$ cat config.mk
export PLATFORM = sky130hd
export DESIGN_NAME = usb_dev_txn_responder
export DESIGN_NICKNAME = d
export VERILOG_FILES = /design/src/rtl/usb_dev_pkg.sv /design/src/rtl/usb_dev_toggle_bank.sv /design/src/rtl/usb_dev_txn_responder.sv
export SDC_FILE = /design/constraint.sdc
export NUM_CORES = 1
export LEC_CHECK = 0
export CAP_MARGIN = 20
export CORE_ASPECT_RATIO = 1.2
export CORE_MARGIN = 8
export CORE_UTILIZATION = 47
export CTS_CLUSTER_SIZE = 16
export DETAILED_ROUTE_END_ITERATION = 16
export GPL_ROUTABILITY_DRIVEN = 0
export HOLD_SLACK_MARGIN = 0.05
export PLACE_DENSITY = 0.86
export SYNTH_ARGS = -nofsm -noshare
export SYNTH_HDL_FRONTEND = slang
export SYNTH_SLANG_ARGS = --single-unit
$ cat constraint.sdc
create_clock -name clk -period 6.5 [get_ports clk]
set_input_delay 0.975 -clock clk [delete_from_list [all_inputs] [get_ports clk]]
set_output_delay 0.975 -clock clk [all_outputs]
set_load 0.01 [all_outputs]
$ cat src/rtl/usb_dev_pkg.sv
// Shared PID codes, FSM states and OUT disposition for the USB device transaction responder.
package usb_dev_pkg;

    localparam logic [3:0] PidOut   = 4'b0001;
    localparam logic [3:0] PidIn    = 4'b1001;
    localparam logic [3:0] PidSetup = 4'b1101;
    localparam logic [3:0] PidData0 = 4'b0011;
    localparam logic [3:0] PidData1 = 4'b1011;
    localparam logic [3:0] PidAck   = 4'b0010;
    localparam logic [3:0] PidNak   = 4'b1010;
    localparam logic [3:0] PidStall = 4'b1110;

    typedef enum logic [2:0] {
        StIdle,
        StTxData,
        StWaitAck,
        StRxData,
        StTxHs
    } state_e;

    typedef enum logic [1:0] {
        DispAccept,
        DispNak,
        DispStall
    } disp_e;

endpackage

$ cat src/rtl/usb_dev_toggle_bank.sv
// Per-endpoint DATA0/DATA1 toggle bits with a single indexed flip/clear/read port.
module usb_dev_toggle_bank #(
    parameter int unsigned NUM_EP = 4,
    parameter int unsigned EP_W   = 2
) (
    input  logic              clk,
    input  logic              rst,
    input  logic [EP_W-1:0]   idx,
    input  logic              flip,
    input  logic              clear,
    output logic              rd,
    output logic [NUM_EP-1:0] toggle
);

    always_ff @(posedge clk or posedge rst) begin
        if (rst) begin
            toggle <= '0;
        end else if (clear) begin
            toggle[idx] <= 1'b0;
        end else if (flip) begin
            toggle[idx] <= ~toggle[idx];
        end
    end

    assign rd = toggle[idx];

endmodule

$ cat src/rtl/usb_dev_txn_responder.sv
// Device-side USB transaction responder: answers IN/OUT/SETUP tokens and keeps data toggles.
// Build option USB_DEV_ERR_CNT_EN adds err_cnt, a saturating CRC/overflow/timeout count.
module usb_dev_txn_responder
    import usb_dev_pkg::*;
#(
    parameter int unsigned NUM_EP   = 4,
    parameter int unsigned MAX_PKT  = 64,
    parameter int unsigned TURN_TMO = 64,
    parameter int unsigned LEN_W    = 7
) (
    input  logic              clk,
    input  logic              rst,
    input  logic [6:0]        dev_addr,
    input  logic [NUM_EP-1:0] ep_stall,
    input  logic              tok_valid,
    input  logic [3:0]        tok_pid,
    input  logic [6:0]        tok_addr,
    input  logic [3:0]        tok_ep,
    input  logic              rx_start,
    input  logic [3:0]        rx_pid,
    input  logic              rx_valid,
    input  logic [7:0]        rx_byte,
    input  logic              rx_end,
    input  logic              rx_crc_ok,
    input  logic              hs_valid,
    input  logic [3:0]        hs_pid,
    output logic              tx_valid,
    output logic [3:0]        tx_pid,
    output logic [7:0]        tx_byte,
    output logic              tx_last,
    input  logic              tx_ready,
    input  logic [NUM_EP-1:0] in_armed,
    input  logic [LEN_W-1:0]  in_len,
    output logic [3:0]        in_ep,
    output logic              in_rd,
    input  logic [7:0]        in_rd_data,
    output logic              in_done,
    input  logic [NUM_EP-1:0] out_ready,
    output logic              out_wr,
    output logic [7:0]        out_wr_data,
    output logic              out_commit,
    output logic              out_abort,
    output logic [NUM_EP-1:0] toggle,
    output logic              busy
`ifdef USB_DEV_ERR_CNT_EN
    ,
    output logic [7:0]        err_cnt
`endif
);

    localparam int unsigned EpW  = (NUM_EP > 1) ? $clog2(NUM_EP) : 1;
    localparam int unsigned TmoW = $clog2(TURN_TMO + 1);
    localparam int unsigned OcW  = $clog2(MAX_PKT + 1);
    localparam logic [TmoW-1:0]  TmoLast = TmoW'(TURN_TMO - 1);
    localparam logic [OcW-1:0]   OcMax   = OcW'(MAX_PKT);
    localparam logic [LEN_W-1:0] LenMax  = LEN_W'(MAX_PKT);

    state_e            state_q, state_d;
    disp_e             disp_q, disp_d;
    logic [3:0]        ep_q, ep_d;
    logic [3:0]        hs_pid_q, hs_pid_d;
    logic [LEN_W-1:0]  bcnt_q, bcnt_d;
    logic [TmoW-1:0]   tmo_q, tmo_d;
    logic [OcW-1:0]    ocnt_q, ocnt_d;
    logic              ovf_q, ovf_d;
    logic              started_q, started_d;
    logic              rx_tog_q, rx_tog_d;

    logic              tok_hit, tog_flip, tog_clear, tog_rd, err_inc, ovf_now;
    logic [EpW-1:0]    tok_idx, tog_idx;
    logic [LEN_W-1:0]  eff_len;

    assign tok_idx = tok_ep[EpW-1:0];
    assign tok_hit = tok_valid && (state_q == StIdle) && (tok_addr == dev_addr)
                     && (32'(tok_ep) < NUM_EP)
                     && (tok_pid == PidIn || tok_pid == PidOut || tok_pid == PidSetup);
    // The bank is addressed by the incoming token while idle so SETUP can clear on acceptance.
    assign tog_idx = (state_q == StIdle) ? tok_idx : ep_q[EpW-1:0];
    assign eff_len = (32'(in_len) > MAX_PKT) ? LenMax : in_len;
    assign in_ep   = ep_q;
    assign busy    = (state_q != StIdle);

    usb_dev_toggle_bank #(
        .NUM_EP (NUM_EP),
        .EP_W   (EpW)
    ) u_toggle_bank (
        .clk    (clk),
        .rst    (rst),
        .idx    (tog_idx),
        .flip   (tog_flip),
        .clear  (tog_clear),
        .rd     (tog_rd),
        .toggle (toggle)
    );

    always_ff @(posedge clk or posedge rst) begin
        if (rst) begin
            state_q   <= StIdle;
            disp_q    <= DispAccept;
            ep_q      <= '0;
            hs_pid_q  <= '0;
            bcnt_q    <= '0;
            tmo_q     <= '0;
            ocnt_q    <= '0;
            ovf_q     <= 1'b0;
            started_q <= 1'b0;
            rx_tog_q  <= 1'b0;
        end else begin
            state_q   <= state_d;
            disp_q    <= disp_d;
            ep_q      <= ep_d;
            hs_pid_q  <= hs_pid_d;
            bcnt_q    <= bcnt_d;
            tmo_q     <= tmo_d;
            ocnt_q    <= ocnt_d;
            ovf_q     <= ovf_d;
            started_q <= started_d;
            rx_tog_q  <= rx_tog_d;
        end
    end

    always_comb begin
        state_d     = state_q;
        disp_d      = disp_q;
        ep_d        = ep_q;
        hs_pid_d    = hs_pid_q;
        bcnt_d      = bcnt_q;
        tmo_d       = '0;
        ocnt_d      = ocnt_q;
        ovf_d       = ovf_q;
        started_d   = started_q;
        rx_tog_d    = rx_tog_q;
        tx_valid    = 1'b0;
        tx_pid      = '0;
        tx_byte     = '0;
        tx_last     = 1'b0;
        in_rd       = 1'b0;
        in_done     = 1'b0;
        out_wr      = 1'b0;
        out_wr_data = '0;
        out_commit  = 1'b0;
        out_abort   = 1'b0;
        tog_flip    = 1'b0;
        tog_clear   = 1'b0;
        err_inc     = 1'b0;
        ovf_now     = ovf_q || (rx_valid && ocnt_q == OcMax);

        unique case (state_q)
            StIdle: begin
                if (tok_hit) begin
                    ep_d      = tok_ep;
                    bcnt_d    = '0;
                    ocnt_d    = '0;
                    ovf_d     = 1'b0;
                    started_d = 1'b0;
                    if (tok_pid == PidIn) begin
                        if (ep_stall[tok_idx]) begin
                            hs_pid_d = PidStall;
                            state_d  = StTxHs;
                        end else if (!in_armed[tok_idx]) begin
                            hs_pid_d = PidNak;
                            state_d  = StTxHs;
                        end else begin
                            state_d = StTxData;
                        end
                    end else begin
                        state_d = StRxData;
                        if (tok_pid == PidSetup) begin
                            disp_d    = DispAccept;
                            tog_clear = 1'b1;
                        end else if (ep_stall[tok_idx]) begin
                            disp_d = DispStall;
                        end else if (!out_ready[tok_idx]) begin
                            disp_d = DispNak;
                        end else begin
                            disp_d = DispAccept;
                        end
                    end
                end
            end
            StTxData: begin
                // Beat 0 carries the PID; beats 1..eff_len carry the buffer head bytes.
                tx_valid = 1'b1;
                tx_pid   = tog_rd ? PidData1 : PidData0;
                tx_last  = (bcnt_q == eff_len);
                tx_byte  = (bcnt_q == '0) ? 8'h00 : in_rd_data;
                if (tx_ready) begin
                    in_rd = (bcnt_q != '0);
                    if (tx_last) begin
                        state_d = StWaitAck;
                    end else begin
                        bcnt_d = bcnt_q + LEN_W'(1);
                    end
                end
            end
            StWaitAck: begin
                tmo_d = tmo_q + TmoW'(1);
                if (hs_valid) begin
                    state_d = StIdle;
                    if (hs_pid == PidAck) begin
                        tog_flip = 1'b1;
                        in_done  = 1'b1;
                    end
                end else if (tmo_q == TmoLast) begin
                    state_d = StIdle;
                    err_inc = 1'b1;
                end
            end
            StRxData: begin
                if (!started_q) begin
                    tmo_d = tmo_q + TmoW'(1);
                    if (rx_start) begin
                        started_d = 1'b1;
                        rx_tog_d  = rx_pid[3];
                    end else if (tmo_q == TmoLast) begin
                        state_d = StIdle;
                        err_inc = 1'b1;
                    end
                end else begin
                    if (rx_valid) begin
                        if (ocnt_q == OcMax) begin
                            ovf_d = 1'b1;
                        end else begin
                            ocnt_d = ocnt_q + OcW'(1);
                            if (disp_q == DispAccept) begin
                                out_wr      = 1'b1;
                                out_wr_data = rx_byte;
                            end
                        end
                    end
                    if (rx_end) begin
                        if (!rx_crc_ok || ovf_now) begin
                            out_abort = (disp_q == DispAccept);
                            err_inc   = 1'b1;
                            state_d   = StIdle;
                        end else if (disp_q != DispAccept) begin
                            hs_pid_d = (disp_q == DispStall) ? PidStall : PidNak;
                            state_d  = StTxHs;
                        end else begin
                            // A toggle mismatch is a host retry of a packet we already kept.
                            hs_pid_d = PidAck;
                            state_d  = StTxHs;
                            if (rx_tog_q != tog_rd) begin
                                out_abort = 1'b1;
                            end else begin
                                out_commit = 1'b1;
                                tog_flip   = 1'b1;
                            end
                        end
                    end
                end
            end
            StTxHs: begin
                tx_valid = 1'b1;
                tx_pid   = hs_pid_q;
                tx_last  = 1'b1;
                if (tx_ready) begin
                    state_d = StIdle;
                end
            end
            default: state_d = StIdle;
        endcase
    end

    logic unused_rx_pid;
    assign unused_rx_pid = ^rx_pid[2:0];

`ifdef USB_DEV_ERR_CNT_EN
    always_ff @(posedge clk or posedge rst) begin
        if (rst) begin
            err_cnt <= '0;
        end else if (err_inc && err_cnt != 8'hFF) begin
            err_cnt <= err_cnt + 8'd1;
        end
    end
`else
    logic unused_err_inc;
    assign unused_err_inc = err_inc;
`endif

endmodule
==> reports/qor.csv <==
stage;metric;value;unit
timing;slew_headroom;39.26;%
cts;cts-root-buf;clkbuf_8;
worst_setup_path;critical_path_class;in2out;
synthesis;synth-main-ff-cell;dfrtp_1;
die;num_rows;30;
final_layout;drive_above_1_share;4.657;%
final_layout;fillers;457;
cts;clkTransAtPathRegs;0.07;ns
die;start_util;47.86;%
worst_setup_path;path_cells;clkdlybuf4s50_1 > or4b_4 > a21boi_1 > a2bb2oi_1 > xnor2_1 > and3_1 > clkdlybuf4s50_1;
power_and_ir_drop;cellLeakagePower;1.558;nW
synthesis;syn_avg_cell_area;8.717;µm²
cts;htreeDepth;2;
cts;cts_buffers;5;
place;placed_cell_area;3764;µm²
status;status;complete, no violations;
route;wl;7702;µm
timing;setup_viol;0;
route;first_pass_iters;4;
cts;cts.sinks;40;
final_layout;n_antenna_cell;0;
final_layout;area_growth_syn_to_layout;44.14;%
global_routing;grt_overflow;0;
route;wl_per_cell;16.32;µm
cts;cts-resized-gates;0;
run;max_cap_violations;0;
route;drt_first_iter_violations;168;
timing;finalClockSkew;0.005178;ns
worst_setup_path;r2r_cells;7;
synthesis;seq_area_frac_synth;37.65;%
timing;rsz0062_at_grt;no;
cts;insertion_delay;0.29;ns
power_and_ir_drop;power_density;287.3;nW/µm²
worst_setup_path;crit_path_max_incr_delay;0.64;ns
global_routing;grt_pass1_wl;12850;µm
final_layout;regArea;1001;µm²
timing;fin_ws;1.876;ns
route;vias;2706;
route;drc;0;
cts;tritoncts;done;
synthesis;netlist_instances;305;
global_routing;grt_pass1_vias;2795;
hold_path;min_to;hs_pid_q[1];
synthesis;ys_ff_latch;40;
place;io_buffer_count;106;
worst_setup_path;reg2reg_to;u_toggle_bank.toggle[3];
timing;final-hold-violation-count;0;
die;die_y;98.39;µm
die;die_w;84.66;µm
synthesis;yosys_warnings;0;
synthesis;syn_area;2659;µm²
hold_path;holdCritPathClass;reg2reg;
final_layout;fin_nets;489;
global_routing;grt_max_degree;41;
worst_setup_path;cp_slowest_cell;clkdlybuf4s50_1;
timing;fmax;0.2162;GHz
worst_setup_path;cp-start-kind;input pin;
place;place_ws;1.869;ns
worst_setup_path;crit_required;5.52;ns
die;die_area;8330;µm²
hold_path;holdCritStartpoint;hs_pid_q[1];
die;core;5555;µm²
timing;slew_viol_final;0;
hold_path;whs_path_depth;1;
cts;cts_hold_buf;0;
worst_setup_path;r2r_setup_slack;3.03;ns
route;vias_per_cell;5.733;
final_layout;fin_area;3832;µm²
worst_setup_path;cp-end-kind;output port;
worst_setup_path;critPathArrivalTime;3.65;ns
power_and_ir_drop;peakVddDrop;0.1819;mV
global_routing;grtUsageTotal;18.78;%
final_layout;final_cells;472;
cts;cts_buffer_depth;2;
timing;tightest_slew;0.9081;ns
synthesis;syn_nets;384;
worst_setup_path;cp_top_family;buffers and inverters;
power_and_ir_drop;fin_total_pwr;0.001101;W
timing;setup_tns;0;ns
worst_setup_path;path_max_fanout;6;
die;boundaryPins;110;
synthesis;synth_edf_count;0;
worst_setup_path;cpMostUsedCell;clkdlybuf4s50_1;
worst_setup_path;critical_path_buf_inv_count;2;
cts;post_cts_buffers;0;
final_layout;multi_input_area;1574;µm²
global_routing;antenna_found_initial;0;
timing;min_period;4.624;ns
synthesis;synth.distinct_cells;56;
synthesis;async_flop_share;100.0;%
place;place_inst;467;
route;ant_nets;0;
place;hpwl;6046;µm
worst_setup_path;reg2reg_from;state_q[0];
timing;fin_crit_sh;71.14;%
-- flip-flops by register name, indices dropped and copies added (netlist names) --
register	flops
rx_tog_q	1
state_q	3
bcnt_q	7
in_ep	4
hs_pid_q	3
started_q	1
disp_q	2
ovf_q	1
u_toggle_bank.toggle	4
ocnt_q	7
tmo_q	7
-- worst max path at each step --
stage / start / end / slack (ns) / depth (start not counted)
6_report: tok_ep[0] / out_commit / 1.88 / 7
3_3_place_gp: tok_ep[0] / out_commit / 1.91 / 7
3_5_place_dp: tok_ep[0] / out_commit / 1.87 / 7
5_1_grt: tok_ep[1] / out_commit / 1.66 / 7
2_1_floorplan: tok_ep[0] / out_abort / 3.24 / 5
4_1_cts: tok_ep[0] / out_commit / 1.87 / 7
-- where the power goes --
part	internal [W]	total (W)	switching [W]
combinational	0.000280	0.000561	0.000281
clock	0.0000693	0.000151	0.0000822
sequential	0.000297	0.000388	0.0000911
-- placed cells by master (no fill, tap or decap), types with 7 or more instances in the layout --
cell type / count
xnor2_1: 13
clkdlybuf4s50_1: 106
or3_1: 7
nand2_1: 34
xor2_1: 7
o21ai_1: 9
a21oi_1: 19
nor2_1: 33
inv_1: 9
nor3_1: 7
o21ai_0: 11
dfrtp_1: 40
nand3_1: 10
and2_1: 20
-- synthesized netlist by cell type (all sizes together) (2+ instances only) --
library cell,instances,area share (%)
dfrtp,40,38
and3,3,0.71
o21ai,21,4.4
nand3,10,1.9
xnor2,13,4.3
nand2,34,4.8
nor2,33,4.7
a21boi,2,0.56
buf,3,0.80
a31oi,4,0.94
inv,10,1.5
o311ai,3,0.99
or3,7,1.6
nor4b,4,1.3
mux4,3,2.5
or4,2,0.71
mux2,5,2.1
ha,5,2.4
o31ai,3,0.85
xor2,7,2.3
o31a,2,0.66
nand2b,5,1.2
nand4,3,0.71
a31o,2,0.66
clkbuf,6,0.85
nor3b,2,0.56
nor4bb,2,0.75
nor2b,6,1.4
nor3,10,2.7
and2,20,4.7
a21oi,19,3.6
o21a,2,0.56
-- per-layer routing --
layer  GRT usage [%]  part of all wire, %  vias up
li1                -                    -     1294
met1           19.88                   38     1311
met2           34.79                   54       89
met3           5.042                  5.8       12
met4           6.044                  1.8        0
met5               0                    0        -
-- worst register-to-register path, cell delays in order (launching register included) --
cell      delay, ns
dfrtp_1        0.59
or3_1          0.57
or4_4          0.58
nor3_4         0.71
a31o_2         0.26
a31o_2         0.17
o211ai_1       0.13
mux2_1         0.34
-- cells by family after synthesis --
family	Yosys count	share of synthesized area [%]
buffers and inverters	19	3.153
XOR/XNOR	20	6.588
AO/OA/AOI/OAI	68	16.33
flip-flops	40	37.65
AND/OR/NAND/NOR	145	29.27
adder cells (fa/ha/maj)	5	2.353
multiplexers	8	4.658
-- metrics by stage --
step,utilization [%],hold slack [ns]
CTS,68.99,0.4830
detailed placement,67.75,0.4635
floorplan,-,0.4354
finish,68.99,0.4788
global placement,67.75,0.4522
global route,68.99,0.4982
-- layout make-up --
| cell class | instances | area share, % |
|---|---|---|
| multi-input cells | 246 | 41.07 |
| well taps | 64 | 2.089 |
| flip-flops and latches | 40 | 26.12 |
| clock buffers | 5 | 1.796 |
| inverters | 10 | 1.045 |
| repair buffers | 107 | 27.88 |
No activity file was read; power rests on OpenSTA's default activity.
